## config.mk

```make
export PLATFORM = sky130hd
export DESIGN_NAME = mcctrl_flat
export DESIGN_NICKNAME = d
export VERILOG_FILES = /design/src/rtl/mcctrl_if.sv /design/src/rtl/mcctrl.sv /design/src/flat_wrapper.sv
export SDC_FILE = /design/constraint.sdc
export NUM_CORES = 1
export LEC_CHECK = 0
export ABC_AREA = 0
export BUFFER_PORTS_ARGS = -buffer_cell sky130_fd_sc_hd__buf_2
export CORE_UTILIZATION = 46
export DETAILED_ROUTE_END_ITERATION = 12
export GPL_TIMING_DRIVEN = 0
export PLACE_DENSITY = 0.81
export SKIP_CTS_REPAIR_TIMING = 1
export SYNTH_ARGS = -nofsm -noshare
export SYNTH_HDL_FRONTEND = slang
export SYNTH_SLANG_ARGS = --single-unit
export TNS_END_PERCENT = 30
```

## constraint.sdc

```tcl
create_clock -name clk -period 1.9 [get_ports clk]
set_input_delay 0 -clock clk [delete_from_list [all_inputs] [get_ports clk]]
set_output_delay 0 -clock clk [all_outputs]
set_load 0.005 [all_outputs]
```

## src/rtl/mcctrl_if.sv

```systemverilog
// Control bundle between the instruction register/ALU and the multi-cycle FSM.
// Carries decode inputs and all datapath control strobes.
interface mcctrl_if;
  logic [5:0] opcode;
  logic [5:0] funct;
  logic       zero;
  logic       PCWr;
  logic       IRWr;
  logic       RegWr;
  logic       MemWr;
  logic       EXTOp;
  logic [2:0] ALUOp;
  logic [1:0] NPCOp;
  logic [1:0] RegDst;
  logic [1:0] WDSel;
  logic       ALUSrc;
  logic [2:0] state;
  logic       illegal;

  modport master (
    output opcode, funct, zero,
    input  PCWr, IRWr, RegWr, MemWr, EXTOp, ALUOp,
    input  NPCOp, RegDst, WDSel, ALUSrc, state, illegal
  );

  modport slave (
    input  opcode, funct, zero,
    output PCWr, IRWr, RegWr, MemWr, EXTOp, ALUOp,
    output NPCOp, RegDst, WDSel, ALUSrc, state, illegal
  );
endinterface

```

## src/rtl/mcctrl.sv

```systemverilog
// Multi-cycle MIPS-subset control FSM (fetch/decode/exec/mem/wb).
// Optional retired-instruction counter: define MCCTRL_RETIRE_CNT_EN.
module mcctrl #(
  parameter int unsigned MEM_WAIT = 0
) (
  input  logic        clk,
  input  logic        reset,
  mcctrl_if.slave     bus
`ifdef MCCTRL_RETIRE_CNT_EN
  ,
  output logic [31:0] instr_cnt
`endif
);

  localparam logic [2:0] S_FETCH  = 3'd0;
  localparam logic [2:0] S_DECODE = 3'd1;
  localparam logic [2:0] S_EXEC   = 3'd2;
  localparam logic [2:0] S_MEM    = 3'd3;
  localparam logic [2:0] S_WB     = 3'd4;

  logic [2:0] st;
  logic [2:0] nxt;
  logic [3:0] wcnt;
  logic       last;

  logic is_r, is_add, is_sub, is_jr, is_ori, is_lw;
  logic is_sw, is_beq, is_lui, is_j, is_jal, supported;

  assign is_r   = bus.opcode == 6'b000000;
  assign is_add = is_r && bus.funct == 6'b100000;
  assign is_sub = is_r && bus.funct == 6'b100010;
  assign is_jr  = is_r && bus.funct == 6'b001000;
  assign is_ori = bus.opcode == 6'b001101;
  assign is_lw  = bus.opcode == 6'b100011;
  assign is_sw  = bus.opcode == 6'b101011;
  assign is_beq = bus.opcode == 6'b000100;
  assign is_lui = bus.opcode == 6'b001111;
  assign is_j   = bus.opcode == 6'b000010;
  assign is_jal = bus.opcode == 6'b000011;

  assign supported = is_add | is_sub | is_jr | is_ori | is_lw |
                     is_sw | is_beq | is_lui | is_j | is_jal;

  assign last = wcnt == 4'(MEM_WAIT);

  always_comb begin
    nxt = S_FETCH;
    case (st)
      S_FETCH:  nxt = S_DECODE;
      S_DECODE: begin
        if (supported && !(is_j || is_jr || is_jal))
          nxt = S_EXEC;
      end
      S_EXEC: begin
        if (is_lw || is_sw)
          nxt = S_MEM;
        else if (is_add || is_sub || is_ori || is_lui)
          nxt = S_WB;
      end
      S_MEM: begin
        if (!last)
          nxt = S_MEM;
        else if (is_lw)
          nxt = S_WB;
      end
      default:  nxt = S_FETCH;
    endcase
  end

  always_ff @(posedge clk or negedge reset) begin
    if (!reset) begin
      st   <= S_FETCH;
      wcnt <= '0;
    end else begin
      st <= nxt;
      if (st == S_MEM && !last)
        wcnt <= wcnt + 4'd1;
      else
        wcnt <= '0;
    end
  end

  // ALU/extender setup, held from S_EXEC through S_MEM and S_WB
  logic [2:0] alu_op;
  logic       alu_src;
  logic       ext_op;

  always_comb begin
    alu_op  = 3'b000;
    alu_src = 1'b0;
    ext_op  = 1'b0;
    unique case (1'b1)
      is_sub:         alu_op = 3'b001;
      is_ori: begin
        alu_op  = 3'b010;
        alu_src = 1'b1;
      end
      is_lui: begin
        alu_op  = 3'b011;
        alu_src = 1'b1;
      end
      is_lw, is_sw: begin
        alu_src = 1'b1;
        ext_op  = 1'b1;
      end
      is_beq: begin
        alu_op = 3'b001;
        ext_op = 1'b1;
      end
      default: ;
    endcase
  end

  logic       pc_wr, ir_wr, reg_wr, mem_wr, ill;
  logic       ext_o, src_o;
  logic [2:0] aop_o;
  logic [1:0] npc_o, dst_o, wd_o;

  always_comb begin
    pc_wr  = 1'b0;
    ir_wr  = 1'b0;
    reg_wr = 1'b0;
    mem_wr = 1'b0;
    ill    = 1'b0;
    ext_o  = 1'b0;
    src_o  = 1'b0;
    aop_o  = 3'b000;
    npc_o  = 2'b00;
    dst_o  = 2'b00;
    wd_o   = 2'b00;
    case (st)
      S_FETCH: begin
        pc_wr = 1'b1;
        ir_wr = 1'b1;
      end
      S_DECODE: begin
        if (is_j || is_jal) begin
          pc_wr = 1'b1;
          npc_o = 2'b10;
        end
        if (is_jr) begin
          pc_wr = 1'b1;
          npc_o = 2'b11;
        end
        if (is_jal) begin
          reg_wr = 1'b1;
          dst_o  = 2'b10;
          wd_o   = 2'b10;
        end
        ill = !supported;
      end
      S_EXEC: begin
        aop_o = alu_op;
        src_o = alu_src;
        ext_o = ext_op;
        if (is_beq) begin
          npc_o = 2'b01;
          pc_wr = bus.zero;
        end
      end
      S_MEM: begin
        aop_o  = alu_op;
        src_o  = alu_src;
        ext_o  = ext_op;
        mem_wr = is_sw && last;
      end
      S_WB: begin
        aop_o  = alu_op;
        src_o  = alu_src;
        ext_o  = ext_op;
        reg_wr = 1'b1;
        dst_o  = is_r ? 2'b01 : 2'b00;
        wd_o   = is_lw ? 2'b01 : 2'b00;
      end
      default: ;
    endcase
  end

  // Reset gates strobes combinationally so an abort never writes
  assign bus.PCWr    = reset & pc_wr;
  assign bus.IRWr    = reset & ir_wr;
  assign bus.RegWr   = reset & reg_wr;
  assign bus.MemWr   = reset & mem_wr;
  assign bus.illegal = reset & ill;
  assign bus.EXTOp   = ext_o;
  assign bus.ALUSrc  = src_o;
  assign bus.ALUOp   = aop_o;
  assign bus.NPCOp   = npc_o;
  assign bus.RegDst  = dst_o;
  assign bus.WDSel   = wd_o;
  assign bus.state   = st;

`ifdef MCCTRL_RETIRE_CNT_EN
  logic retire;

  assign retire = nxt == S_FETCH &&
                  ((st == S_DECODE && supported) ||
                   st == S_EXEC || st == S_MEM || st == S_WB);

  always_ff @(posedge clk or negedge reset) begin
    if (!reset)
      instr_cnt <= '0;
    else if (retire)
      instr_cnt <= instr_cnt + 32'd1;
  end
`endif

endmodule
```

## src/flat_wrapper.sv

```systemverilog
// flat-port wrapper written by rule: the top's interface ports become plain ports
module mcctrl_flat 
#(
  parameter int unsigned MEM_WAIT = 0
)
  (clk, reset, bus_opcode, bus_funct, bus_zero, bus_PCWr, bus_IRWr, bus_RegWr, bus_MemWr, bus_EXTOp, bus_ALUOp, bus_NPCOp, bus_RegDst, bus_WDSel, bus_ALUSrc, bus_state, bus_illegal);
  mcctrl_if bus_i ();
  input  logic clk;
  input  logic reset;
  input wire logic [$bits(bus_i.opcode)-1:0] bus_opcode;
  input wire logic [$bits(bus_i.funct)-1:0] bus_funct;
  input wire logic [$bits(bus_i.zero)-1:0] bus_zero;
  output wire logic [$bits(bus_i.PCWr)-1:0] bus_PCWr;
  output wire logic [$bits(bus_i.IRWr)-1:0] bus_IRWr;
  output wire logic [$bits(bus_i.RegWr)-1:0] bus_RegWr;
  output wire logic [$bits(bus_i.MemWr)-1:0] bus_MemWr;
  output wire logic [$bits(bus_i.EXTOp)-1:0] bus_EXTOp;
  output wire logic [$bits(bus_i.ALUOp)-1:0] bus_ALUOp;
  output wire logic [$bits(bus_i.NPCOp)-1:0] bus_NPCOp;
  output wire logic [$bits(bus_i.RegDst)-1:0] bus_RegDst;
  output wire logic [$bits(bus_i.WDSel)-1:0] bus_WDSel;
  output wire logic [$bits(bus_i.ALUSrc)-1:0] bus_ALUSrc;
  output wire logic [$bits(bus_i.state)-1:0] bus_state;
  output wire logic [$bits(bus_i.illegal)-1:0] bus_illegal;
  assign bus_i.opcode = bus_opcode;
  assign bus_i.funct = bus_funct;
  assign bus_i.zero = bus_zero;
  assign bus_PCWr = bus_i.PCWr;
  assign bus_IRWr = bus_i.IRWr;
  assign bus_RegWr = bus_i.RegWr;
  assign bus_MemWr = bus_i.MemWr;
  assign bus_EXTOp = bus_i.EXTOp;
  assign bus_ALUOp = bus_i.ALUOp;
  assign bus_NPCOp = bus_i.NPCOp;
  assign bus_RegDst = bus_i.RegDst;
  assign bus_WDSel = bus_i.WDSel;
  assign bus_ALUSrc = bus_i.ALUSrc;
  assign bus_state = bus_i.state;
  assign bus_illegal = bus_i.illegal;
  mcctrl #(.MEM_WAIT(MEM_WAIT)) u_core (.clk(clk), .reset(reset), .bus(bus_i));
endmodule
```

==> impl_metrics.csv, run 1 <==
group,metric,value,unit
final_layout,n_antenna_cell,0,
global_routing,first_global_vias,818,
timing,fmax,562,MHz
yosys,ys_warn_count,0,
critical_path,crit_required,1.90,ns
job,maxCapViolations,0,
floorplan,initial_core_util,50.3,%
floorplan,rows,14,
critical_path,r2r_setup_slack,0.32,ns
yosys,syn_nets,114,
floorplan,dieArea,0.00185,sq mm
critical_path,path_max_fanout,7,
timing,min_period,1.78,ns
yosys,synth_async_sr_flop_share,100,%
final_layout,finish.utilization,64.4,%
pwr,p_sw,189,uW
yosys,seq_area_frac_synth,22.6,%
yosys,synth.distinct_cells,42,
placement,place_hpwl,1.55,mm
outcome,status,"finished, final reports clean",
timing,maxSlewViolCount,0,
placement,place.gp.congestion,0.894,
worst_hold_path,min-delay-start,"bus_opcode[3]",
final_layout,final_nets,150,
yosys,synth-edff-count,0,
clocking,root_buffer,"clkbuf_4",
final_layout,design_area,993,sq um
critical_path,cp.arrival,1.78,ns
global_routing,overflow,0,
routing,vias,888,
clocking,cts_max_path_buffers,2,
pwr,seqPwrFrac,30.6,%
pwr,comb_power_share,46.0,%
worst_hold_path,min_to,"u_core.bus.state[2]$_DFF_PN0_",
routing,drc,0,
floorplan,core-area,0.00154,sq mm
critical_path,critPathCaptureType,"output port",
placement,numPortBuffers,30,
final_layout,drive_above_1_share,38.6,%
floorplan,die_x,43.1,um
clocking,clock-sinks,7,
routing,ant_nets,0,
critical_path,rr_endpoint,"u_core.bus.state[1]$_DFF_PN0_",
placement,placed_cell_area,946,sq um
critical_path,rr_startpoint,"u_core.bus.state[0]$_DFF_PN0_",
yosys,syn_inst,97,
final_layout,fin_cells,148,
routing,post_drt_wl_per_cell,14.0,um
yosys,synth-main-ff-cell,"dfrtp_1",
pwr,cellLeakagePower,0.456,nW
pwr,swShare,34.6,%
global_routing,grtUsageTotal,23.5,%
floorplan,io_pins,34,
critical_path,crit_type,"register to output port",
global_routing,grt_pass1_wl,3.37,mm
critical_path,reg2regPathDepth,5,
clocking,clk_pin_slew,0.05,ns
pwr,vdd_ir_drop_max,0.000423,V
worst_hold_path,holdPathStages,2,
critical_path,cp-start-kind,"register",
global_routing,grt_max_degree,12,
timing,setup_viol,0,
clocking,cts_tree,"yes",
worst_hold_path,hold_class,"primary input to register",
pwr,pwr-share-clk,23.5,%
pwr,power.density,552,mW/mm^2
pwr,p_int,359,uW
timing,fin_crit_sh,93.6,%
yosys,synth-seq-cells,7,
timing,hold_violations,0,
global_routing,antenna_found_initial,0,
routing,dr.pass1.iters,4,
yosys,syn_avg_cell_area,8.00,sq um
clocking,h-tree-depth,1,
routing,vias_per_cell,6.00,
timing,skew,0.000766,ns
routing,initialDrtViolationCount,21,
floorplan,chipHeight,43.1,um
clocking,numCtsBuffers,3,
final_layout,n_fill_cell,143,
yosys,netlist_area,776,sq um
placement,dp.cells,143,
routing,wirelength,2.07,mm
final_layout,area_delta_synth_final,28.1,%
clocking,clk_latency,0.24,ns
-- power by group through the flow --
| stage | combinational, mW | sequential (mW) | clock (mW) |
|---|---|---|---|
| final | 0.252 | 0.168 | 0.129 |
| after global routing | 0.277 | 0.169 | 0.146 |
| after CTS | 0.242 | 0.168 | 0.135 |
| after detailed placement | 0.240 | 0.170 | 0 |
| after global placement | 0.230 | 0.169 | 0 |
| after floorplan | 0.156 | 0.172 | 0 |
-- area by class of cell --
class	count	area (sq um)	area share, %
Multi-Input combinational cell	80	551	55.4
Clock buffer	4	26.3	2.64
Buffer	7	48.8	4.91
Tap cell	16	20.0	2.02
Inverter	3	11.3	1.13
Sequential cell	7	176	17.8
Timing Repair Buffer	31	160	16.1
-- metal layers --
| metal | up-vias | routed length [um] | GRT usage [%] |
|---|---|---|---|
| li1 | 424 | - | - |
| met1 | 413 | 904 | 30.0 |
| met2 | 49 | 1000 | 39.7 |
| met3 | 2 | 150 | 5.53 |
| met5 | - | 0 | 0 |
| met4 | 0 | 8 | 6.06 |
-- critical path, cell delays in order (launching register included) --
cell and delay, ns:
dfrtp_2 0.44, nand2b_1 0.18, or2_2 0.34, nor3_2 0.24, and4b_1 0.21, buf_2 0.11
-- cells by family (layout without fill, tap and decap cells) --
family | Yosys count | in the layout | synth area share [%]
flip-flops | 7 | 7 | 22.6
AO/OA/AOI/OAI | 15 | 15 | 15.6
other | 1 | 1 | 0.483
adder cells (fa/ha/maj) | 2 | 2 | 3.23
AND/OR/NAND/NOR | 60 | 60 | 48.1
buffers and inverters | 10 | 45 | 7.74
XOR/XNOR | 2 | 2 | 2.26
-- how the worst max path moves through the flow --
stage,startpoint,to,slack [ns],cells past startpoint
after floorplan,u_core.wcnt[0]$_DFF_PN0_,u_core.bus.state[1]$_DFF_PN0_,0.40,6
after global placement,u_core.wcnt[0]$_DFF_PN0_,u_core.bus.state[1]$_DFF_PN0_,0.20,6
after detailed placement,u_core.wcnt[0]$_DFF_PN0_,u_core.bus.state[1]$_DFF_PN0_,0.14,6
after CTS,u_core.wcnt[0]$_DFF_PN0_,bus_MemWr,-0.06,6
after global routing,u_core.bus.state[2]$_DFF_PN0_,bus_illegal,-0.008,5
final,u_core.bus.state[2]$_DFF_PN0_,bus_illegal,0.12,5
-- sequential cells by signal (all words and copies together), names as in the netlist --
| name | flops |
|---|---|
| u_core.wcnt | 4 |
| u_core.bus.state | 3 |
-- cells in the final DEF, fill, tap and decap left out, drive strengths merged, types with 2 or more instances in the layout --
cell / count
or2: 2
nor3b: 4
nor4b: 2
o21a: 2
a21oi: 4
nor2: 13
nand4b: 3
nand2: 10
dfrtp: 7
clkbuf: 4
and4b: 2
nor2b: 2
ha: 2
buf: 37
nand4: 2
nand2b: 2
nand3: 2
nor3: 7
o31ai: 2
inv: 3
-- cell usage after synthesis, types with 2 or more instances --
cell	instances	share of area (%)
ha_1	2	3.2
and4b_1	2	2.6
a21oi_1	4	2.6
inv_1	3	1.5
dfrtp_1	7	23
nand4b_1	2	2.3
nor2b_1	2	1.6
nor3b_1	4	3.9
nor4b_1	2	2.3
nand2b_1	2	1.6
nand2_1	10	4.8
or2_2	2	1.6
nor3_1	7	4.5
nor2_1	13	6.3
buf_4	3	2.9
o21a_1	2	1.9
nand4_1	2	1.6
buf_2	3	1.9
nand3_1	2	1.3
-- metrics by stage --
| step | hold slack, ns | TNS (ns) | power, mW | setup WS, ns |
|---|---|---|---|---|
| 2_1_floorplan | -0.296 | 0 | 0.327 | 0.397 |
| 3_3_place_gp | -0.140 | 0 | 0.399 | 0.199 |
| 3_5_place_dp | -0.138 | 0 | 0.411 | 0.136 |
| 4_1_cts | -0.404 | -0.0638 | 0.545 | -0.0638 |
| 5_1_grt | 0.0819 | -0.00789 | 0.593 | -0.00789 |
| 6_report | 0.0749 | 0 | 0.548 | 0.121 |
Note: power is estimated with default switching activity, not from simulation.
==> run 2, diff against run 1 <==
--- a/config.mk
+++ b/config.mk
@@ -9,2 +9,3 @@
 export BUFFER_PORTS_ARGS = -buffer_cell sky130_fd_sc_hd__buf_2
+export CAP_MARGIN = 15
 export CORE_UTILIZATION = 46
--- a/constraint.sdc
+++ b/constraint.sdc
@@ -3,2 +3,2 @@
 set_output_delay 0 -clock clk [all_outputs]
-set_load 0.005 [all_outputs]
+set_load 0.05 [all_outputs]
==> run 2 against run 1 <==
Die area unchanged. Global-route usage up 1.3 points. Worst hold slack worse by 0.010 ns. Critical path depth up 1. Clock-buffer cell count unchanged. Clock skew up 0.0028 ns. Setup slack worse by 0.0046 ns. Maximum frequency down 0.26%. Clock power about the same. Combinational power up 55%. Register-to-register slack better by 0.07 ns. Largest cell class unchanged. Largest power group unchanged.
==> impl_metrics.csv, run 2 (same netlist as run 1, synthesis figures left out) <==
group,metric,value,unit
outcome,status,"finished, final reports clean",
routing,ant_nets,0,
global_routing,overflow,0,
clocking,clk_latency,0.25,ns
final_layout,drive_above_1_share,40.9,%
clocking,h-tree-depth,1,
routing,wl_met2,1.02,mm
final_layout,n_antenna_cell,0,
timing,holdWs,0.0649,ns
routing,post_drt_wl_per_cell,14.0,um
timing,setup_slack,0.116,ns
clocking,numCtsBuffers,3,
timing,maxSlewViolCount,0,
routing,vias_per_cell,5.92,
timing,setup_viol,0,
clocking,clock-sinks,7,
timing,min_period,1.78,ns
routing,initialDrtViolationCount,26,
routing,drt-met1-wl,897,um
floorplan,core-area,0.00154,sq mm
routing,wl_met3,138,um
routing,dr.pass1.iters,4,
critical_path,cp.arrival,1.78,ns
floorplan,initial_core_util,50.3,%
timing,fmax,561,MHz
global_routing,antenna_found_initial,0,
clocking,cts_max_path_buffers,2,
floorplan,die_x,43.1,um
critical_path,path_max_fanout,6,
placement,numPortBuffers,30,
placement,place_hpwl,1.57,mm
pwr,vdd_ir_drop_max,0.000437,V
final_layout,area_delta_synth_final,33.5,%
global_routing,grtUsageTotal,24.8,%
worst_hold_path,hold_class,"primary input to register",
critical_path,crit_type,"register to output port",
clocking,cts_tree,"yes",
timing,rsz0062_at_grt,"no",
pwr,power.density,666,mW/mm^2
global_routing,grt_max_degree,12,
floorplan,io_pins,34,
floorplan,rows,14,
routing,drc,0,
global_routing,first_global_vias,794,
job,maxCapViolations,0,
floorplan,chipHeight,43.1,um
timing,fin_crit_sh,93.9,%
pwr,power.total,689,uW
global_routing,grt_pass1_wl,3.52,mm
placement,dp_slack,0.0225,ns
final_layout,final_common_cell,"buf_2",
final_layout,design_area,0.00104,sq mm
final_layout,final_cell_mix,"buf_2 (31), nor2_1 (12), nand2_1 (10)",
timing,hold_violations,0,
final_layout,final_nets,150,
critical_path,r2r_setup_slack,0.39,ns
routing,top_layer,"met4",
clocking,root_buffer,"clkbuf_4",
final_layout,largest_reg_flops,4,
critical_path,critPathCaptureType,"output port",
timing,skew,0.00357,ns
placement,place.gp.congestion,0.908,
timing,tns,0,ns
clocking,clk_pin_slew,0.05,ns
routing,vias,876,
pwr,cellLeakagePower,0.473,nW
placement,placed_cell_area,970,sq um
routing,wirelength,2.07,mm
floorplan,dieArea,0.00185,sq mm
final_layout,largest-register,"u_core.wcnt",
critical_path,crit_required,1.90,ns
critical_path,cp-start-kind,"register",
[run 2: cell counts in the layout (fill, tap and decap cells not counted)]
No cell type changed its count.
[run 2: final cells by class]
class | count | area (sq um)
Multi-Input combinational cell | 80 | 589
Fill cell | 133 | 505
Sequential cell | 7 | 175
Timing Repair Buffer | 31 | 165
Buffer | 7 | 48.8
Clock buffer | 4 | 26.3
Tap cell | 16 | 20.0
Inverter | 3 | 11.3
[run 2: worst paths after layout]
path / startpoint / end / depth (start not counted)
min: bus_opcode[3] / u_core.bus.state[2]$_DFF_PN0_ / 2
min reg2reg: u_core.wcnt[0]$_DFF_PN0_ / u_core.wcnt[0]$_DFF_PN0_ / 1
min in group asynchronous: reset / u_core.wcnt[0]$_DFF_PN0_ / 2
max reg2reg: u_core.bus.state[0]$_DFF_PN0_ / u_core.bus.state[1]$_DFF_PN0_ / 5
max: u_core.wcnt[0]$_DFF_PN0_ / bus_MemWr / 6
max in group asynchronous: reset / u_core.bus.state[0]$_DFF_PN0_ / 2
[run 2: metal layers]
layer  global-route usage, %  vias to the layer above
met5                       0                        -
met4                    5.45                        0
li1                        -                      423
met1                    32.6                      406
met3                    6.81                        2
met2                    40.6                       45
[run 2: metrics by stage]
step           cells  utilization, %
2_1_floorplan     97               -
3_3_place_gp     143            62.9
3_5_place_dp     143            62.9
4_1_cts          147            64.6
5_1_grt          148            67.2
6_report         148            67.2
[run 2: worst max-delay path, stage by stage, from the launching register on]
cell and delay (ns):
dfrtp_1 0.40, inv_1 0.07, ha_1 0.13, nor3b_4 0.30, nand2_1 0.18, nor3_4 0.17
buf_2 0.28
[run 2: report_power, final]
group          total, mW  leakage, nW  internal, mW  switching (mW)
clock              0.131       0.0150        0.0799          0.0512
combinational      0.391        0.363         0.137           0.255
sequential         0.167       0.0955         0.162         0.00540
==> run 3, diff against run 2 <==
Settings changed: PLACE_DENSITY 0.81 to 0.78.
==> run 3 against run 2 <==
Clock skew decreased by 0.0012 ns. First-iteration DRC count increased by 3.8%. Critical path depth unchanged. Combinational power increased by 2%. Register-to-register slack got worse by 0.03 ns. Sequential cell count unchanged. Critical path type unchanged. Highest routed layer unchanged.
==> impl_metrics.csv, run 3 (same netlist as run 1, synthesis figures left out) <==
group,metric,value,unit
final_layout,final_nets,152,
critical_path,cp.arrival,1.77,ns
timing,setup_viol,0,
floorplan,chipHeight,43.1,um
placement,dp_slack,-0.0562,ns
final_layout,final_common_cell,"buf_2",
global_routing,grt_pass1_wl,3.52,mm
routing,drc,0,
critical_path,crit_buf_inv,2,
pwr,swShare,45.4,%
routing,wirelength,2.13,mm
timing,tns,0,ns
final_layout,largest-register,"u_core.wcnt",
routing,ant_nets,0,
timing,min_period,1.77,ns
pwr,comb_power_share,56.7,%
routing,vias,875,
pwr,power.density,662,mW/mm^2
timing,hold_violations,0,
global_routing,grtUsageTotal,24.7,%
routing,vias_per_cell,5.83,
critical_path,cp-start-kind,"register",
critical_path,critPathCaptureType,"output port",
placement,place.gp.congestion,0.830,
floorplan,dieArea,0.00185,sq mm
critical_path,crit_family,"simple AND/OR/NAND/NOR gates",
pwr,seqPwrFrac,23.9,%
pwr,vdd_ir_drop_max,0.000492,V
final_layout,drive_above_1_share,42.5,%
floorplan,die_x,43.1,um
pwr,p_int,382,uW
floorplan,core-area,0.00154,sq mm
final_layout,n_fill_cell,155,
routing,post_drt_wl_per_cell,14.2,um
floorplan,io_pins,34,
floorplan,rows,14,
clocking,clk_pin_slew,0.05,ns
final_layout,final_cell_mix,"buf_2 (31), nor2_1 (12), nand2_1 (10)",
global_routing,antenna_found_initial,0,
floorplan,initial_core_util,50.3,%
final_layout,multi_input_area,589,sq um
critical_path,path_max_fanout,5,
critical_path,crit_type,"register to output port",
timing,holdWs,0.0640,ns
clocking,clock-sinks,7,
clocking,cts_max_path_buffers,2,
clocking,h-tree-depth,1,
global_routing,overflow,0,
routing,initialDrtViolationCount,27,
clocking,cts_tree,"yes",
placement,place_hpwl,1.54,mm
outcome,status,"finished, final reports clean",
final_layout,seq_area,176,sq um
timing,fin_crit_sh,93.0,%
timing,maxSlewViolCount,0,
timing,skew,0.00235,ns
critical_path,crit_cells,6,
global_routing,first_global_vias,806,
critical_path,path_cells,"inv_1, ha_1, nor3b_4, nand2_1, nor3_4, buf_2",
routing,dr.pass1.iters,4,
clocking,clk_latency,0.25,ns
pwr,p_sw,317,uW
pwr,pwr-share-clk,19.4,%
final_layout,area_delta_synth_final,36.1,%
placement,numPortBuffers,30,
critical_path,crit_path_max_incr_delay,0.41,ns
critical_path,crit_required,1.90,ns
clocking,numCtsBuffers,3,
critical_path,crit_path_top_delay_cell,"dfrtp_1",
global_routing,grt_max_degree,12,
pwr,cellLeakagePower,0.481,nW
timing,setup_slack,0.132,ns
pwr,power.total,699,uW
final_layout,largest_reg_flops,4,
worst_hold_path,holdPathStages,2,
clocking,root_buffer,"clkbuf_4",
critical_path,reg2regPathDepth,5,
job,maxCapViolations,0,
timing,fmax,566,MHz
final_layout,n_antenna_cell,0,
worst_hold_path,hold_class,"primary input to register",
==> run 3: changes by cell type in the layout (fill, tap and decap cells not counted) <==
cell / previous run / this run
buf_6: 1 / 2
dfrtp_1: 7 / 6
buf_4: 5 / 6
dfrtp_2: 0 / 1
==> run 3: path summary, 6_finish.rpt <==
check                                               from                       endpoint  slack (ns)
setup / recovery                u_core.wcnt[0]$_DFF_PN0_                      bus_MemWr        0.13
hold / removal                             bus_opcode[3]  u_core.bus.state[2]$_DFF_PN0_        0.06
setup reg to reg           u_core.bus.state[1]$_DFF_PN0_  u_core.bus.state[1]$_DFF_PN0_        0.36
hold reg to reg                 u_core.wcnt[0]$_DFF_PN0_       u_core.wcnt[0]$_DFF_PN0_        0.51
max in group asynchronous                          reset  u_core.bus.state[2]$_DFF_PN0_        1.57
min in group asynchronous                          reset       u_core.wcnt[1]$_DFF_PN0_        0.13
==> run 3: metrics by stage <==
step | cell area, sq um | instances | util [%]
floorplan | 800 | 97 | -
global placement | 970 | 143 | 62.9
detailed placement | 970 | 143 | 62.9
CTS | 996 | 147 | 64.6
global route | 1060 | 150 | 68.5
finish | 1060 | 150 | 68.5
==> run 3: layout make-up <==
class / count / area share (%)
buffer: 7 / 4.62
clock buffer: 4 / 2.49
inverter: 3 / 1.07
multi-input combinational: 80 / 55.8
sequential: 7 / 16.7
tap: 16 / 1.90
timing repair buffer: 33 / 17.4
==> run 3: power groups by stage <==
stage                     Sequential, mW  Clock [mW]  Combinational (mW)
after floorplan                    0.214           0               0.233
after global placement             0.169           0               0.353
after detailed placement           0.170           0               0.359
after CTS                          0.167       0.136               0.360
after global routing               0.168       0.146               0.425
final                              0.167       0.136               0.397
==> run 3: metal layers <==
metal,global-route usage (%),vias up,share of wire (%)
li1,-,424,-
met1,32.6,410,42
met2,41.2,37,50
met3,5.11,4,7.4
met4,5.45,0,0.94
met5,0,-,0
==> run 3: worst register-to-register path, stage by stage, from the launching register on <==
cell       delay [ns]
dfrtp_1          0.38
buf_6            0.15
or3b_1           0.37
o32ai_2          0.29
nor2_1           0.09
a2bb2oi_1        0.17
